## config.mk

```make
export PLATFORM = sky130hd
export DESIGN_NAME = psum_accumulator_flat
export DESIGN_NICKNAME = d
export VERILOG_FILES = /design/src/rtl/psum_accumulator_if.sv /design/src/rtl/psum_accumulator.sv /design/src/flat_wrapper.sv
export SDC_FILE = /design/constraint.sdc
export NUM_CORES = 1
export LEC_CHECK = 0
export ABC_CLOCK_PERIOD_IN_PS = 12500
export CORE_ASPECT_RATIO = 0.5
export CORE_MARGIN = 1.5
export CORE_UTILIZATION = 55
export DETAILED_ROUTE_END_ITERATION = 10
export HOLD_SLACK_MARGIN = 0.06
export PLACE_DENSITY = 0.72
export SYNTH_ARGS = -nofsm -noshare
export SYNTH_HDL_FRONTEND = slang
export SYNTH_SLANG_ARGS = --single-unit
```

## constraint.sdc

```tcl
create_clock -name clk -period 12.5 [get_ports clk]
set_input_delay 1.25 -clock clk [delete_from_list [all_inputs] [get_ports clk]]
set_output_delay 1.25 -clock clk [all_outputs]
set_load 0.01 [all_outputs]
```

## src/rtl/psum_accumulator_if.sv

```systemverilog
// Bundles the partial-sum input, control strobes and OFM output handshake of psum_accumulator.
// master = controller/PE side and OFM consumer; slave = the accumulator itself.
interface psum_accumulator_if #(
  parameter int PSUM_W     = 16,
  parameter int ACC_W      = 24,
  parameter int FIFO_DEPTH = 16
);
  localparam int CNT_W = $clog2(FIFO_DEPTH) + 1;

  logic                     start_conv;
  logic                     p_valid;
  logic                     last_chanel;
  logic signed [PSUM_W-1:0] psum_in;
  logic                     end_conv;
  logic signed [ACC_W-1:0]  ofm_data;
  logic                     ofm_valid;
  logic                     ofm_ready;
  logic [CNT_W-1:0]         fifo_count;
  logic                     ovf_err;
  logic                     acc_done;

  modport master (
    output start_conv, p_valid, last_chanel, psum_in, end_conv, ofm_ready,
    input  ofm_data, ofm_valid, fifo_count, ovf_err, acc_done
  );

  modport slave (
    input  start_conv, p_valid, last_chanel, psum_in, end_conv, ofm_ready,
    output ofm_data, ofm_valid, fifo_count, ovf_err, acc_done
  );
endinterface

```

## src/rtl/psum_accumulator.sv

```systemverilog
// Per-position partial-sum accumulator bank feeding a show-ahead OFM FIFO.
// Optional macro PSUM_ACC_RELU_EN: clamp negative results to 0 when they are pushed.
module psum_accumulator #(
  parameter int TILE       = 16,
  parameter int PSUM_W     = 16,
  parameter int ACC_W      = 24,
  parameter int FIFO_DEPTH = 16
) (
  input logic              clk,
  input logic              rst_n,
  psum_accumulator_if.slave io_bus
);
  localparam int POS_W = (TILE > 1) ? $clog2(TILE) : 1;
  localparam int PTR_W = (FIFO_DEPTH > 1) ? $clog2(FIFO_DEPTH) : 1;
  localparam int CNT_W = $clog2(FIFO_DEPTH) + 1;
  localparam logic [POS_W-1:0]       LAST_POS = POS_W'(TILE - 1);
  localparam logic signed [ACC_W-1:0] SAT_MAX = {1'b0, {(ACC_W-1){1'b1}}};
  localparam logic signed [ACC_W-1:0] SAT_MIN = {1'b1, {(ACC_W-1){1'b0}}};

  typedef enum logic [1:0] {RUN, DRAIN, DONE} state_t;

  state_t                  r_state;
  logic [POS_W-1:0]        r_pos;
  logic [TILE-1:0]         r_ev;
  logic signed [ACC_W-1:0] r_acc [TILE];
  logic signed [ACC_W-1:0] r_mem [FIFO_DEPTH];
  logic [PTR_W-1:0]        r_wr_ptr;
  logic [PTR_W-1:0]        r_rd_ptr;
  logic [CNT_W-1:0]        r_count;
  logic                    r_ovf_err;
  logic                    r_acc_done;

  logic                    w_beat, w_push, w_pop, w_wr, w_full, w_empty;
  logic [TILE-1:0]         w_sel;
  logic signed [ACC_W-1:0] w_base, w_sum, w_push_val;
  logic [ACC_W:0]          w_sum_ext;

  // start_conv outranks any beat arriving in the same cycle
  assign w_beat  = io_bus.p_valid & ~io_bus.start_conv;
  assign w_push  = w_beat & io_bus.last_chanel;
  assign w_full  = (r_count == CNT_W'(FIFO_DEPTH));
  assign w_empty = (r_count == '0);
  assign w_pop   = ~w_empty & io_bus.ofm_ready;
  // A pop frees the slot even when full, so push+pop together always succeeds
  assign w_wr    = w_push & (~w_full | w_pop);

  for (genvar gi = 0; gi < TILE; gi++) begin : g_sel
    assign w_sel[gi] = (r_pos == POS_W'(gi));
  end

  assign w_base    = r_ev[r_pos] ? r_acc[r_pos] : '0;
  assign w_sum_ext = {w_base[ACC_W-1], w_base}
                   + {{(ACC_W+1-PSUM_W){io_bus.psum_in[PSUM_W-1]}}, io_bus.psum_in};
  assign w_sum     = (w_sum_ext[ACC_W] != w_sum_ext[ACC_W-1])
                   ? (w_sum_ext[ACC_W] ? SAT_MIN : SAT_MAX)
                   : w_sum_ext[ACC_W-1:0];

`ifdef PSUM_ACC_RELU_EN
  assign w_push_val = w_sum[ACC_W-1] ? '0 : w_sum;
`else
  assign w_push_val = w_sum;
`endif

  always_ff @(posedge clk) begin
    for (int i = 0; i < TILE; i++) begin
      if (w_beat && !io_bus.last_chanel && w_sel[i]) r_acc[i] <= w_sum;
    end
    if (w_wr) r_mem[r_wr_ptr] <= w_push_val;
  end

  always_ff @(posedge clk or negedge rst_n) begin
    if (!rst_n) begin
      r_pos <= '0;
      r_ev  <= '0;
    end else if (io_bus.start_conv) begin
      r_pos <= '0;
      r_ev  <= '0;
    end else if (w_beat) begin
      r_pos <= (r_pos == LAST_POS) ? '0 : r_pos + POS_W'(1);
      r_ev  <= (r_ev & ~w_sel) | (io_bus.last_chanel ? '0 : w_sel);
    end
  end

  always_ff @(posedge clk or negedge rst_n) begin
    if (!rst_n) begin
      r_wr_ptr  <= '0;
      r_rd_ptr  <= '0;
      r_count   <= '0;
      r_ovf_err <= 1'b0;
    end else if (io_bus.start_conv) begin
      r_wr_ptr  <= '0;
      r_rd_ptr  <= '0;
      r_count   <= '0;
      r_ovf_err <= 1'b0;
    end else begin
      if (w_wr)  r_wr_ptr <= r_wr_ptr + PTR_W'(1);
      if (w_pop) r_rd_ptr <= r_rd_ptr + PTR_W'(1);
      if (w_wr && !w_pop)      r_count <= r_count + CNT_W'(1);
      else if (!w_wr && w_pop) r_count <= r_count - CNT_W'(1);
      if (w_push && w_full && !w_pop) r_ovf_err <= 1'b1;
    end
  end

  always_ff @(posedge clk or negedge rst_n) begin
    if (!rst_n) begin
      r_state    <= RUN;
      r_acc_done <= 1'b0;
    end else if (io_bus.start_conv) begin
      r_state    <= RUN;
      r_acc_done <= 1'b0;
    end else begin
      case (r_state)
        RUN: if (io_bus.end_conv) r_state <= DRAIN;
        DRAIN: begin
          if (w_empty && !w_push) begin
            r_state    <= DONE;
            r_acc_done <= 1'b1;
          end
        end
        DONE: begin
          if (w_push) begin
            r_state    <= DRAIN;
            r_acc_done <= 1'b0;
          end
        end
        default: r_state <= RUN;
      endcase
    end
  end

  assign io_bus.ofm_data   = w_empty ? '0 : r_mem[r_rd_ptr];
  assign io_bus.ofm_valid  = ~w_empty;
  assign io_bus.fifo_count = r_count;
  assign io_bus.ovf_err    = r_ovf_err;
  assign io_bus.acc_done   = r_acc_done;
endmodule

```

## src/flat_wrapper.sv

```systemverilog
// flat-port wrapper written by rule: the top's interface ports become plain ports
module psum_accumulator_flat 
#(
  parameter int TILE       = 16,
  parameter int PSUM_W     = 16,
  parameter int ACC_W      = 24,
  parameter int FIFO_DEPTH = 16
)
  (clk, rst_n, io_bus_start_conv, io_bus_p_valid, io_bus_last_chanel, io_bus_psum_in, io_bus_end_conv, io_bus_ofm_ready, io_bus_ofm_data, io_bus_ofm_valid, io_bus_fifo_count, io_bus_ovf_err, io_bus_acc_done);
  psum_accumulator_if #(.PSUM_W(PSUM_W), .ACC_W(ACC_W), .FIFO_DEPTH(FIFO_DEPTH)) io_bus_i ();
  input logic clk;
  input logic rst_n;
  input wire logic [$bits(io_bus_i.start_conv)-1:0] io_bus_start_conv;
  input wire logic [$bits(io_bus_i.p_valid)-1:0] io_bus_p_valid;
  input wire logic [$bits(io_bus_i.last_chanel)-1:0] io_bus_last_chanel;
  input wire logic [$bits(io_bus_i.psum_in)-1:0] io_bus_psum_in;
  input wire logic [$bits(io_bus_i.end_conv)-1:0] io_bus_end_conv;
  input wire logic [$bits(io_bus_i.ofm_ready)-1:0] io_bus_ofm_ready;
  output wire logic [$bits(io_bus_i.ofm_data)-1:0] io_bus_ofm_data;
  output wire logic [$bits(io_bus_i.ofm_valid)-1:0] io_bus_ofm_valid;
  output wire logic [$bits(io_bus_i.fifo_count)-1:0] io_bus_fifo_count;
  output wire logic [$bits(io_bus_i.ovf_err)-1:0] io_bus_ovf_err;
  output wire logic [$bits(io_bus_i.acc_done)-1:0] io_bus_acc_done;
  assign io_bus_i.start_conv = io_bus_start_conv;
  assign io_bus_i.p_valid = io_bus_p_valid;
  assign io_bus_i.last_chanel = io_bus_last_chanel;
  assign io_bus_i.psum_in = io_bus_psum_in;
  assign io_bus_i.end_conv = io_bus_end_conv;
  assign io_bus_i.ofm_ready = io_bus_ofm_ready;
  assign io_bus_ofm_data = io_bus_i.ofm_data;
  assign io_bus_ofm_valid = io_bus_i.ofm_valid;
  assign io_bus_fifo_count = io_bus_i.fifo_count;
  assign io_bus_ovf_err = io_bus_i.ovf_err;
  assign io_bus_acc_done = io_bus_i.acc_done;
  psum_accumulator #(.TILE(TILE), .PSUM_W(PSUM_W), .ACC_W(ACC_W), .FIFO_DEPTH(FIFO_DEPTH)) u_core (.clk(clk), .rst_n(rst_n), .io_bus(io_bus_i));
endmodule
```

== Yosys cells after proc, flatten, opt, wreduce, memory -nomap -nowiden ==
Memory sizes are Yosys's and may differ from the RTL's.
Cells that the tools add are included.

* Add/subtract/negate cells: 6
* $lt $le $gt $ge: 1
* Eq/ne operators: 22
* Muxes and demuxes: 109
* Bitwise operators: 11
* Reduce and logical (&&, ||, !) cells: 52

{| class="wikitable"
|+ Operator list
! cell !! count
|-
| $mux 24 || 19
|-
| $reduce_or 24->1 || 15
|-
| $mux 4 || 22
|-
| $mux 1 || 55
|-
| $mux 16 || 3
|-
| $eq 4x4->1 const B || 8
|-
| $add 24x16->25 || 1
|-
| $logic_and 1x1->1 || 22
|-
| $and 16x16->16 || 1
|-
| $eq 4x3->1 const B || 4
|-
| $not 16->16 || 1
|-
| $or 16x16->16 || 1
|-
| $mux 5 || 3
|-
| $add 4x1->4 const B || 3
|-
| $eq 4x2->1 const B || 2
|-
| $mux 2 || 4
|-
| $reduce_bool 2->1 || 4
|-
| $ne 3x2->1 const B || 2
|-
| $pmux 2 s3 || 1
|-
| $reduce_and 3->1 || 2
|-
| $reduce_bool 3->1 || 2
|-
| $add 5x1->5 const B || 1
|-
| $eq 5x5->1 const B || 1
|-
| $logic_not 5->1 || 1
|-
| other kinds (15) || 23
|}

* Register bits: 37
* Memory bits (writable): 768
* Input bits: 23
* Output and inout port bits: 32
* Word-level logic and storage cells: 211
* Memories kept: 2

{| class="wikitable"
|+ Memory list
! name !! words !! bits a word !! read ports !! clocked after memory_dff !! wr ports !! RTL line !! RTL
|-
| u_core.r_acc || 16 || 24 || 1 || 0 || 1 || psum_accumulator.sv:25 || <nowiki>logic signed [ACC_W-1:0] r_acc [TILE];</nowiki>
|-
| u_core.r_mem || 16 || 24 || 1 || 0 || 1 || psum_accumulator.sv:26 || <nowiki>logic signed [ACC_W-1:0] r_mem [FIFO_DEPTH];</nowiki>
|}

== Longest topological paths before layout ==
Gate-level depths: netlist of run 1.

* Depth after elaboration: 22
* Depth in mapped cells: 19
* Gate-level depth less buffers: 17

== Worst setup path before layout of run 1 ==
No wires, ideal clock.

* Path kind: register -> register
* From: reg u_core.r_pos[0]
* To: mem u_core.r_acc[0][18] (data pin)
* Library setup time: 0.467 ns
* Data arrival time: 5.479 ns
* Data required time: 12.033 ns
* Setup slack: 6.554 ns
* Cell stages (with the launch flop): 18
* Path buffers: 4
* Period minus slack after synthesis: 5.946 ns
* Cell sequence: dfrtp_1 > buf_2 > buf_4 > buf_2 > mux4_2 > mux4_2 > nor2b_1 > ha_1 > nand4_1 > nor3_2 > o2111ai_1 > a21oi_2 > o22ai_4 > o21a_1 > buf_6 > nor2_4 > nor2_1 > o31ai_1

* Word-level cells in the longest chain between the ends: 21
* Elaborated cells between the ends (all ways): 93
* Those cells by class: add/sub (1); eq/ne (15); mux (48); reduce/logical (28); memory (1)

{| class="wikitable"
|+ Ends and longest elaborated chain
! item !! RTL line !! RTL
|-
| from (decl) || psum_accumulator.sv:23 || <nowiki>logic [POS_W-1:0] r_pos;</nowiki>
|-
| from (signal assigned) || psum_accumulator.sv:79 || <nowiki>r_pos <= (r_pos == LAST_POS) ? '0 : r_pos + POS_W'(1);</nowiki>
|-
| $bmux 1 s4 || psum_accumulator.sv:51 || <nowiki>assign w_base = r_ev[r_pos] ? r_acc[r_pos] : '0;</nowiki>
|-
| $mux 1 (implied by the code) || psum_accumulator.sv:51 ||
|-
| $mux 24 (*) || psum_accumulator.sv:51 ||
|-
| $add 24x16->25 (*) || psum_accumulator.sv:53 || <nowiki>+ {{(ACC_W+1-PSUM_W){io_bus.psum_in[PSUM_W-1]}}, io_bus.psum_in};</nowiki>
|-
| $mux 24 or $ne 1x1->1 (tied branches) || psum_accumulator.sv:55, psum_accumulator.sv:54 ||
|-
| $mux 24 (*) || psum_accumulator.sv:55 || <nowiki>? (w_sum_ext[ACC_W] ? SAT_MIN : SAT_MAX)</nowiki>
|-
| named net u_core.w_push_val[18] || psum_accumulator.sv:35 || <nowiki>logic signed [ACC_W-1:0] w_base, w_sum, w_push_val;</nowiki>
|-
| $mux 24 (no line) (14 in a row) || n/a ||
|-
| $mux 24 (no line) (*) || n/a ||
|-
| to (decl) || psum_accumulator.sv:25 ||
|}

Mark *: on every way through the listed nets, which the timed path passes. The rest lies on a longest branch. The select of a mux whose other input is x is not followed.

== Final worst setup path of run 1 ==
* From: reg u_core.r_pos[0]
* To: mem u_core.r_acc[14][7] (data pin)

The elaborated chain is that of the path after synthesis.

==> metrics.cfg, run 1 <==
[route]
avgRoutedWirePerCell_um = 32.39
via_per_inst = 6.664
dr_total_vias = 17150
remaining_drc_errors = 0
postRouteWirelength_um = 83370
ant_nets = 0
drt_iter0_markers = 2563
firstDrtPassIters = 7

[placement]
io_buffers = 54
hpwl_um = 47440
gp_congestion = 0.9385
placed_area_mm2 = 0.03480

[clock_network]
clkTransAtPathRegs_ns = 0.07
cts_htree_levels = 3
cts-resized-gates = 0
clock_path_buffers = 3
clk_latency_ns = 0.62
clkSinkCount = 805
ctsHoldBuffers = 0
numCtsBuffers = 69
cts_tree = done
postCtsSetupBuffers = 0
cts_root_buf = clkbuf_16

[worst_setup_path]
crit_path_end_kind = flip-flop
crit_fanout = 40
r2r_slack_ns = 5.41
start_kind = flip-flop
critical_path.max_stage_delay_ns = 0.86
worstPathArrival_ns = 7.29
critical_path_class = reg2reg
crit_chain = buf_4, mux4_2, mux2_2, o21ai_2, buf_4, nor2b_1, ha_1, inv_1, fa_1, nor2b_1, o2111ai_1, nand4_1, a21oi_2, a21oi_4, a211oi_2, nand2_2, o31ai_4, a21oi_2
slowest_stage = o31ai_4
cp.buffers_inverters = 3
required_ns = 12.70
critPathTopFamily = compound AO/OA/AOI/OAI gates

[logic_synthesis]
yosys-top-cells-area = edfxtp_1, mux4_2, dfrtp_1, ha_1, a21oi_1
yosysTopAreaCell = edfxtp_1
synthCells = 1617
synthArstFlopShare_pct = 4.596
syn-cell-area_mm2 = 0.03306
syn_avg_cell_area_um2 = 20.44
synth_top_area_share_pct = 69.77
synth_edf_count = 768
ys_seq_area_share_pct = 72.57
synth_nets = 1678
ys_ff_latch = 805
dominantRegCellSynth = edfxtp_1
yosys_warnings = 0
yosysUniqueCellTypes = 73

[finish]
multiInputGateArea_mm2 = 0.008825
syn_to_final_growth_pct = 12.14
nNetsFinal = 1770
seq_area_mm2 = 0.02401
layout-drive-gt1-share_pct = 26.41
layout.cell_area.non_filler_mm2 = 0.03707
final_core_util_pct = 62.54
fillers = 3945

[floorplan]
dieArea_mm2 = 0.06167
io_pins = 55
core_mm2 = 0.05928
die_x_um = 349.7
start_util_pct = 55.77
die_y_um = 176.4
rows = 63

[timing]
post-route-min-period_ns = 7.090
final_hold_viol_count = 0
timing.clock.skew_ns = 0.02512
rsz0062_at_grt = false
relSlewSlack_pct = 12.05
setup_viol = 0
maxSlewViolCount = 0
period_share_pct = 56.72
tightest_slew_ns = 1.319
max_freq_ghz = 0.1410
tns_ns = 0

[global_route]
grt_pass1_wl_um = 118600
grt_max_degree = 73
antenna_found_initial = 6
grt_pass1_vias = 17140
track_usage_pct = 27.73
grt_overflow_total = 0

[worst_hold_path]
hp-class = reg2reg

[pwr]
power_leakage_nw = 11.56
ir_worst_vdd_v = 0.0001088
p_per_area_mw_per_mm2 = 173.7

[outcome]
status = finished, final reports clean

[flow_run]
max-cap-violations = 0

[placed cells by master, fill, tap and decap left out, types with 5 or more instances in the layout]
cell type	synthesis	final
a21o_1	7	7
o21a_1	6	6
clkinv_2	0	11
a21oi_1	61	53
bufinv_16	0	7
o21ai_0	29	28
nand2_1	40	40
buf_4	2	48
nor2_1	56	40
o22ai_2	0	6
dfrtp_1	37	31
inv_1	15	15
clkbuf_16	0	73
and2_1	46	46
nor3_1	9	9
nand2b_1	6	6
a21oi_2	3	11
clkdlybuf4s50_1	0	53
a211oi_1	5	5
ha_1	36	36
edfxtp_1	768	768
nor2_2	0	16
nor2b_1	27	27
clkbuf_1	50	11
nand3_1	10	10
a311oi_1	11	11
xnor2_1	13	13
clkinv_1	1	13
mux4_2	243	243
o211ai_1	6	6
mux2_2	5	5
xor2_1	13	13
o21ai_1	6	5
[final timing paths]
check / startpoint / depth (start not counted) / endpoint
worst max-delay path: u_core.r_pos[0]$_DFFE_PN0P_ / 18 / u_core.r_acc[14][7]$_DFFE_PP_
worst min-delay path: u_core.io_bus.ovf_err$_DFFE_PN0P_ / 1 / u_core.io_bus.ovf_err$_DFFE_PN0P_
worst max register to register: u_core.r_pos[0]$_DFFE_PN0P_ / 18 / u_core.r_acc[14][7]$_DFFE_PP_
worst min register to register: u_core.io_bus.ovf_err$_DFFE_PN0P_ / 1 / u_core.io_bus.ovf_err$_DFFE_PN0P_
max in group asynchronous: rst_n / 1 / u_core.r_rd_ptr[1]$_DFFE_PN0P_
min in group asynchronous: rst_n / 1 / u_core.r_ev[1]$_DFFE_PN0P_
[kinds of logic after synthesis]
group / Yosys count / synth area share, %
multiplexers: 251 / 16.82
flip-flops: 805 / 72.57
buffers and inverters: 97 / 1.241
adder cells (fa/ha/maj): 42 / 1.620
XOR/XNOR: 26 / 0.6889
AND/OR/NAND/NOR: 219 / 3.414
AO/OA/AOI/OAI: 177 / 3.653
[layout make-up]
cell class	instances	area share (%)
repair buffers	102	2.417
inverters	16	0.1620
clock inverters	39	1.070
flip-flops and latches	805	64.76
multi-input cells	715	23.81
diodes	1	0.006751
clock buffers	84	5.039
well taps	812	2.741
[registers in the layout, indices dropped and copies added (netlist names)]
| signal | count |
|---|---|
| u_core.r_rd_ptr | 4 |
| u_core.io_bus.fifo_count | 5 |
| u_core.io_bus.acc_done | 1 |
| u_core.r_state | 2 |
| u_core.r_wr_ptr | 4 |
| u_core.r_acc | 384 |
| u_core.r_mem | 384 |
| u_core.io_bus.ovf_err | 1 |
| u_core.r_ev | 16 |
| u_core.r_pos | 4 |
[cells in the mapped netlist, types with 4 or more instances]
cell type  number
buf_1           8
nand2b_1        6
nand3_1        10
o21a_1          6
a211oi_1        5
a21oi_1        61
nor3_1          9
ha_1           36
a311oi_1       11
and2_1         46
edfxtp_1      768
inv_1          15
o21ai_1         6
mux2_2          5
xor2_1         13
nor2b_1        27
and3_1          4
o22ai_1         6
buf_2          19
xnor2_1        13
nand4_1         4
clkbuf_1       50
nor2_1         56
maj3_2          4
a21o_1          7
o211ai_1        6
mux4_2        243
o21ai_0        29
dfrtp_1        37
nand2_1        40
o2bb2ai_1       4
[power by group]
group	switching, mW	internal (mW)
combinational	0.587	0.458
sequential	0.0542	3.16
clock	0.960	1.22
total	1.60	4.84
[layer usage]
layer | vias up | wire length (µm) | share of wire, % | global-route usage [%]
met3 | 162 | 8724 | 10 | 6.753
met5 | - | 0 | 0 | 0
met2 | 992 | 38790 | 47 | 42.44
met4 | 0 | 2681 | 3.2 | 9.149
met1 | 9096 | 33170 | 40 | 39.86
li1 | 6902 | - | - | -
[per-stage QoR]
step / setup WS [ns] / std cells / total power, mW / hold WS, ns
3_3_place_gp: 5.818 / 2450 / 4.263 / 0.4754
3_5_place_dp: 5.487 / 2450 / 4.310 / 0.4939
2_1_floorplan: 6.554 / 1617 / 3.919 / 0.4784
4_1_cts: 5.465 / 2573 / 6.463 / 0.5097
6_report: 5.410 / 2574 / 6.439 / 0.5101
5_1_grt: 4.953 / 2573 / 6.628 / 0.5263
Note: power is estimated with default switching activity, not from simulation.
==> run 2, diff against run 1 <==
- ABC_CLOCK_PERIOD_IN_PS: 12500 -> 6400
- PLACE_DENSITY: 0.72 -> 0.74
- clock period: 12.5 -> 6.4 ns (I/O delays scaled with it)
==> metrics.cfg, run 2 (synthesized netlist as in run 1, its figures left out) <==
[worst_setup_path]
reg2regPathDepth = 19
worstPathArrival_ns = 6.28
r2r-start = u_core.r_pos[0]$_DFFE_PN0P_
required_ns = 6.71
crit_path_end_kind = flip-flop
crit_fanout = 32
start_kind = flip-flop
cp-startpoint = u_core.r_pos[0]$_DFFE_PN0P_
reg2reg_to = u_core.r_acc[1][3]$_DFFE_PP_
crit_end = u_core.r_acc[1][3]$_DFFE_PP_
r2r_slack_ns = 0.43
critical_path_class = reg2reg

[timing]
post-route-min-period_ns = 5.969
setup_viol = 0
rsz0062_at_grt = false
tns_ns = 0
tightest_slew_ns = 1.307
timing.clock.skew_ns = 0.02261
relSlewSlack_pct = 12.85
period_share_pct = 93.27
maxSlewViolCount = 0
max_freq_ghz = 0.1675
final_hold_viol_count = 0

[finish]
reg_top3 = u_core.r_acc (384), u_core.r_mem (384), u_core.r_ev (16)
final_cell_mix = edfxtp_1, mux4_2, clkbuf_16
seq_area_mm2 = 0.02401
layout_commonest_cell = edfxtp_1
insertedDiodeCount = 0
nNetsFinal = 1792
multiInputGateArea_mm2 = 0.008862
syn_to_final_growth_pct = 12.68
fillers = 3944
layout-drive-gt1-share_pct = 27.06
stdcell_count = 2593

[global_route]
antenna_found_initial = 1
grt_max_degree = 77
grt_overflow_total = 0
grt_pass1_vias = 16990
track_usage_pct = 24.75
grt_pass1_wl_um = 109900

[placement]
gp_congestion = 0.8838
io_buffers = 54
hpwl_um = 43310
dp_cells = 2471

[outcome]
status = finished, final reports clean

[clock_network]
clock_path_buffers = 3
clkTransAtPathRegs_ns = 0.07
cts_tree = done
cts_root_buf = clkbuf_16
cts_htree_levels = 3
ctsHoldBuffers = 0
clk_latency_ns = 0.62
numCtsBuffers = 70
clkSinkCount = 805

[route]
dr_total_vias = 16680
via_per_inst = 6.432
postRouteWirelength_um = 74280
ant_nets = 0
drt_iter0_markers = 2070
avgRoutedWirePerCell_um = 28.65
firstDrtPassIters = 7
remaining_drc_errors = 0

[floorplan]
rows = 63
die_x_um = 349.7
core_mm2 = 0.05928
die_y_um = 176.4
start_util_pct = 55.77
dieArea_mm2 = 0.06167
io_pins = 55

[flow_run]
max-cap-violations = 0

[worst_hold_path]
hp-class = in2async

[pwr]
p_per_area_mw_per_mm2 = 335.6
power_leakage_nw = 11.64
ir_worst_vdd_v = 0.0002337

==> run 2: cell type report <==
cell class	instances	share of cell area (%)
repair buffers	123	2.963
inverters	16	0.1612
flip-flops and latches	805	64.45
well taps	812	2.728
clock inverters	36	1.038
multi-input cells	715	23.79
clock buffers	86	4.864
==> run 2: stage by stage <==
step / worst slack, ns / total power [mW] / hold WS, ns / utilization, % / area (µm²)
after floorplan: 0.4542 / 7.655 / 0.3444 / - / 33060
after global placement: 0.4919 / 8.351 / 0.4822 / 59.06 / 35010
after detailed placement: 0.2558 / 8.448 / 0.5042 / 59.06 / 35010
after CTS: 0.2649 / 12.56 / 0.1526 / 62.77 / 37210
after global routing: 0.1112 / 12.90 / 0.2063 / 62.84 / 37250
final: 0.4306 / 12.50 / 0.1492 / 62.84 / 37250
==> run 2: routing by layer <==
metal	GRT usage [%]	up-vias	part of all wire, %
li1	-	6937	-
met3	4.035	115	7.8
met2	40.75	767	50
met4	6.739	0	2.4
met1	35.00	8859	40
met5	0	-	0
==> run 2: worst min-delay path by stage <==
stage / depth (start not counted) / to / slack (ns)
6_report: 1 / u_core.r_pos[0]$_DFFE_PN0P_ / 0.15
5_1_grt: 1 / u_core.io_bus.fifo_count[3]$_DFFE_PN0P_ / 0.21
3_5_place_dp: 1 / u_core.r_ev[7]$_DFFE_PN0P_ / 0.50
3_3_place_gp: 1 / u_core.io_bus.ovf_err$_DFFE_PN0P_ / 0.48
4_1_cts: 1 / u_core.r_pos[0]$_DFFE_PN0P_ / 0.15
2_1_floorplan: 0 / u_core.io_bus.acc_done$_DFFE_PN0P_ / 0.34
==> run 2: repair_timing <==
item	4_1_cts	5_1_grt
setup endpoints to repair	0	160
buffers inserted	0	0
resized for setup	0	3
==> run 2: where the power goes <==
group	internal [mW]	total [mW]	switching, mW
Sequential	6.16	6.32	0.156
Clock	2.28	4.15	1.87
Combinational	0.939	2.03	1.09
==> run 2: critical path: stages, from the launching register on <==
cell       delay (ns)
dfrtp_4          0.84
mux4_2           0.58
mux2_2           0.29
o21ai_2          0.11
buf_4            0.32
nor2b_1          0.12
ha_1             0.23
inv_1            0.09
fa_1             0.21
nor2b_1          0.08
o2111ai_1        0.24
nand4_1          0.16
a21oi_2          0.32
a21oi_4          0.14
a211oi_4         0.56
nand2_2          0.21
o31ai_4          0.60
buf_4            0.24
a21oi_2          0.03
buf_4            0.26
==> run 3, diff against run 2 <==
- GPL_ROUTABILITY_DRIVEN: unset -> 0
==> metrics.cfg, run 3 (synthesized netlist as in run 1, its figures left out) <==
[clock_network]
cts_tree = done
cts_root_buf = clkbuf_16
clkTransAtPathRegs_ns = 0.07
numCtsBuffers = 70
clkSinkCount = 805
cts_htree_levels = 3
clk_latency_ns = 0.61
clock_path_buffers = 3

[route]
top_layer = met4
wl_met3_um = 6091
wl_met2_um = 37730
via_per_inst = 6.520
firstDrtPassIters = 5
avgRoutedWirePerCell_um = 29.31
ant_nets = 0
dr_total_vias = 16980
postRouteWirelength_um = 76340
remaining_drc_errors = 0
wl_met1_um = 30750
drt_iter0_markers = 2038

[floorplan]
die_y_um = 176.4
die_x_um = 349.7
core_mm2 = 0.05928
dieArea_mm2 = 0.06167
start_util_pct = 55.77
io_pins = 55
rows = 63

[worst_hold_path]
hp-class = in2async

[global_route]
grt_pass1_wl_um = 112200
antenna_found_initial = 2
track_usage_pct = 25.18
grt_pass1_vias = 17140
grt_max_degree = 100
grt_overflow_total = 0

[timing]
setup_viol = 0
post-route-min-period_ns = 5.995
tns_ns = 0
period_share_pct = 93.67
max_freq_ghz = 0.1668
relSlewSlack_pct = 10.15
timing.clock.skew_ns = 0.02186
final_hold_viol_count = 0
tightest_slew_ns = 1.348
setup_slack_ns = 0.4053
maxSlewViolCount = 0
rsz0062_at_grt = false

[finish]
reg_top3 = u_core.r_acc (384), u_core.r_mem (384), u_core.r_ev (16)
layout-drive-gt1-share_pct = 27.62
final_cell_mix = edfxtp_1, mux4_2, clkbuf_16
layout.cell_area.non_filler_mm2 = 0.03741
layout_commonest_cell = edfxtp_1
syn_to_final_growth_pct = 13.18
nNetsFinal = 1798

[worst_setup_path]
worstPathArrival_ns = 6.20
crit_path_end_kind = flip-flop
reg2reg_to = u_core.r_acc[8][6]$_DFFE_PP_
reg2regPathDepth = 14
critical_path_class = reg2reg
required_ns = 6.61
r2r_slack_ns = 0.41
r2r-start = u_core.r_pos[0]$_DFFE_PN0P_
start_kind = flip-flop
crit_fanout = 32

[pwr]
power_leakage_nw = 11.74
power.total_mw = 12.57
p_per_area_mw_per_mm2 = 335.9
ir_worst_vdd_v = 0.0001930

[placement]
pre_cts_ws_ns = 0.09063
io_buffers = 54
hpwl_um = 42490
placed_area_mm2 = 0.03504

[outcome]
status = finished, final reports clean

[flow_run]
max-cap-violations = 0

-- run 3: how the worst max path moves through the flow --
| stage | startpoint | end | cells after the start |
|---|---|---|---|
| after detailed placement | u_core.r_pos[0]$_DFFE_PN0P_ | u_core.r_mem[6][18]$_DFFE_PP_ | 13 |
| after global routing | u_core.r_pos[0]$_DFFE_PN0P_ | u_core.r_acc[3][6]$_DFFE_PP_ | 14 |
| after floorplan | u_core.r_pos[0]$_DFFE_PN0P_ | u_core.r_acc[0][18]$_DFFE_PP_ | 17 |
| final | u_core.r_pos[0]$_DFFE_PN0P_ | u_core.r_acc[8][6]$_DFFE_PP_ | 14 |
| after global placement | u_core.r_pos[0]$_DFFE_PN0P_ | u_core.r_mem[12][18]$_DFFE_PP_ | 13 |
| after CTS | u_core.r_pos[0]$_DFFE_PN0P_ | u_core.r_acc[8][18]$_DFFE_PP_ | 13 |
-- run 3: final cells by class --
| type | count | area [µm²] |
|---|---|---|
| antenna | 1 | 2.502 |
| clock buffer | 85 | 1839 |
| clock inverter | 42 | 427.9 |
| fill | 3889 | 21860 |
| inverter | 16 | 60.06 |
| multi-input combinational | 716 | 8867 |
| sequential | 805 | 24010 |
| tap | 812 | 1016 |
| timing repair buffer | 128 | 1194 |
-- run 3: metal layers --
layer	vias to the layer above	global-route usage (%)
met2	879	41.46
met5	-	0
met3	123	4.014
met1	9023	35.83
li1	6959	-
met4	0	6.431
-- run 3: metrics by stage --
step                std cells  hold WS, ns  utilization (%)
finish                   2605       0.1717            63.12
global route             2604       0.2276            63.11
CTS                      2600       0.1800            62.93
detailed placement       2473       0.4809            59.11
global placement         2473       0.4708            59.11
floorplan                1617       0.3444                -
-- run 3: worst max-delay path, cell delays in order (launching register included) --
cell       delay, ns
dfrtp_4         0.68
buf_12          0.30
mux4_2          0.54
mux4_2          0.50
nor2b_1         0.15
ha_1            0.40
nand4_1         0.18
nor3_2          0.24
o2111ai_1       0.21
a21oi_2         0.25
o22ai_4         0.13
o21a_1          0.42
nor2_4          0.30
a21oi_4         0.16
a21oi_2         1.09
-- run 3: repair_timing --
action,CTS,global route
setup endpoints to repair,0,278
hold buffers,0,0
setup buffers,0,1
gates resized for setup,0,3
-- run 3: where the power goes --
group	leakage [nW]	internal, mW	total [mW]	switching (mW)
clock	1.11	2.32	4.19	1.87
combinational	3.21	0.954	2.11	1.16
sequential	7.42	6.16	6.26	0.0932
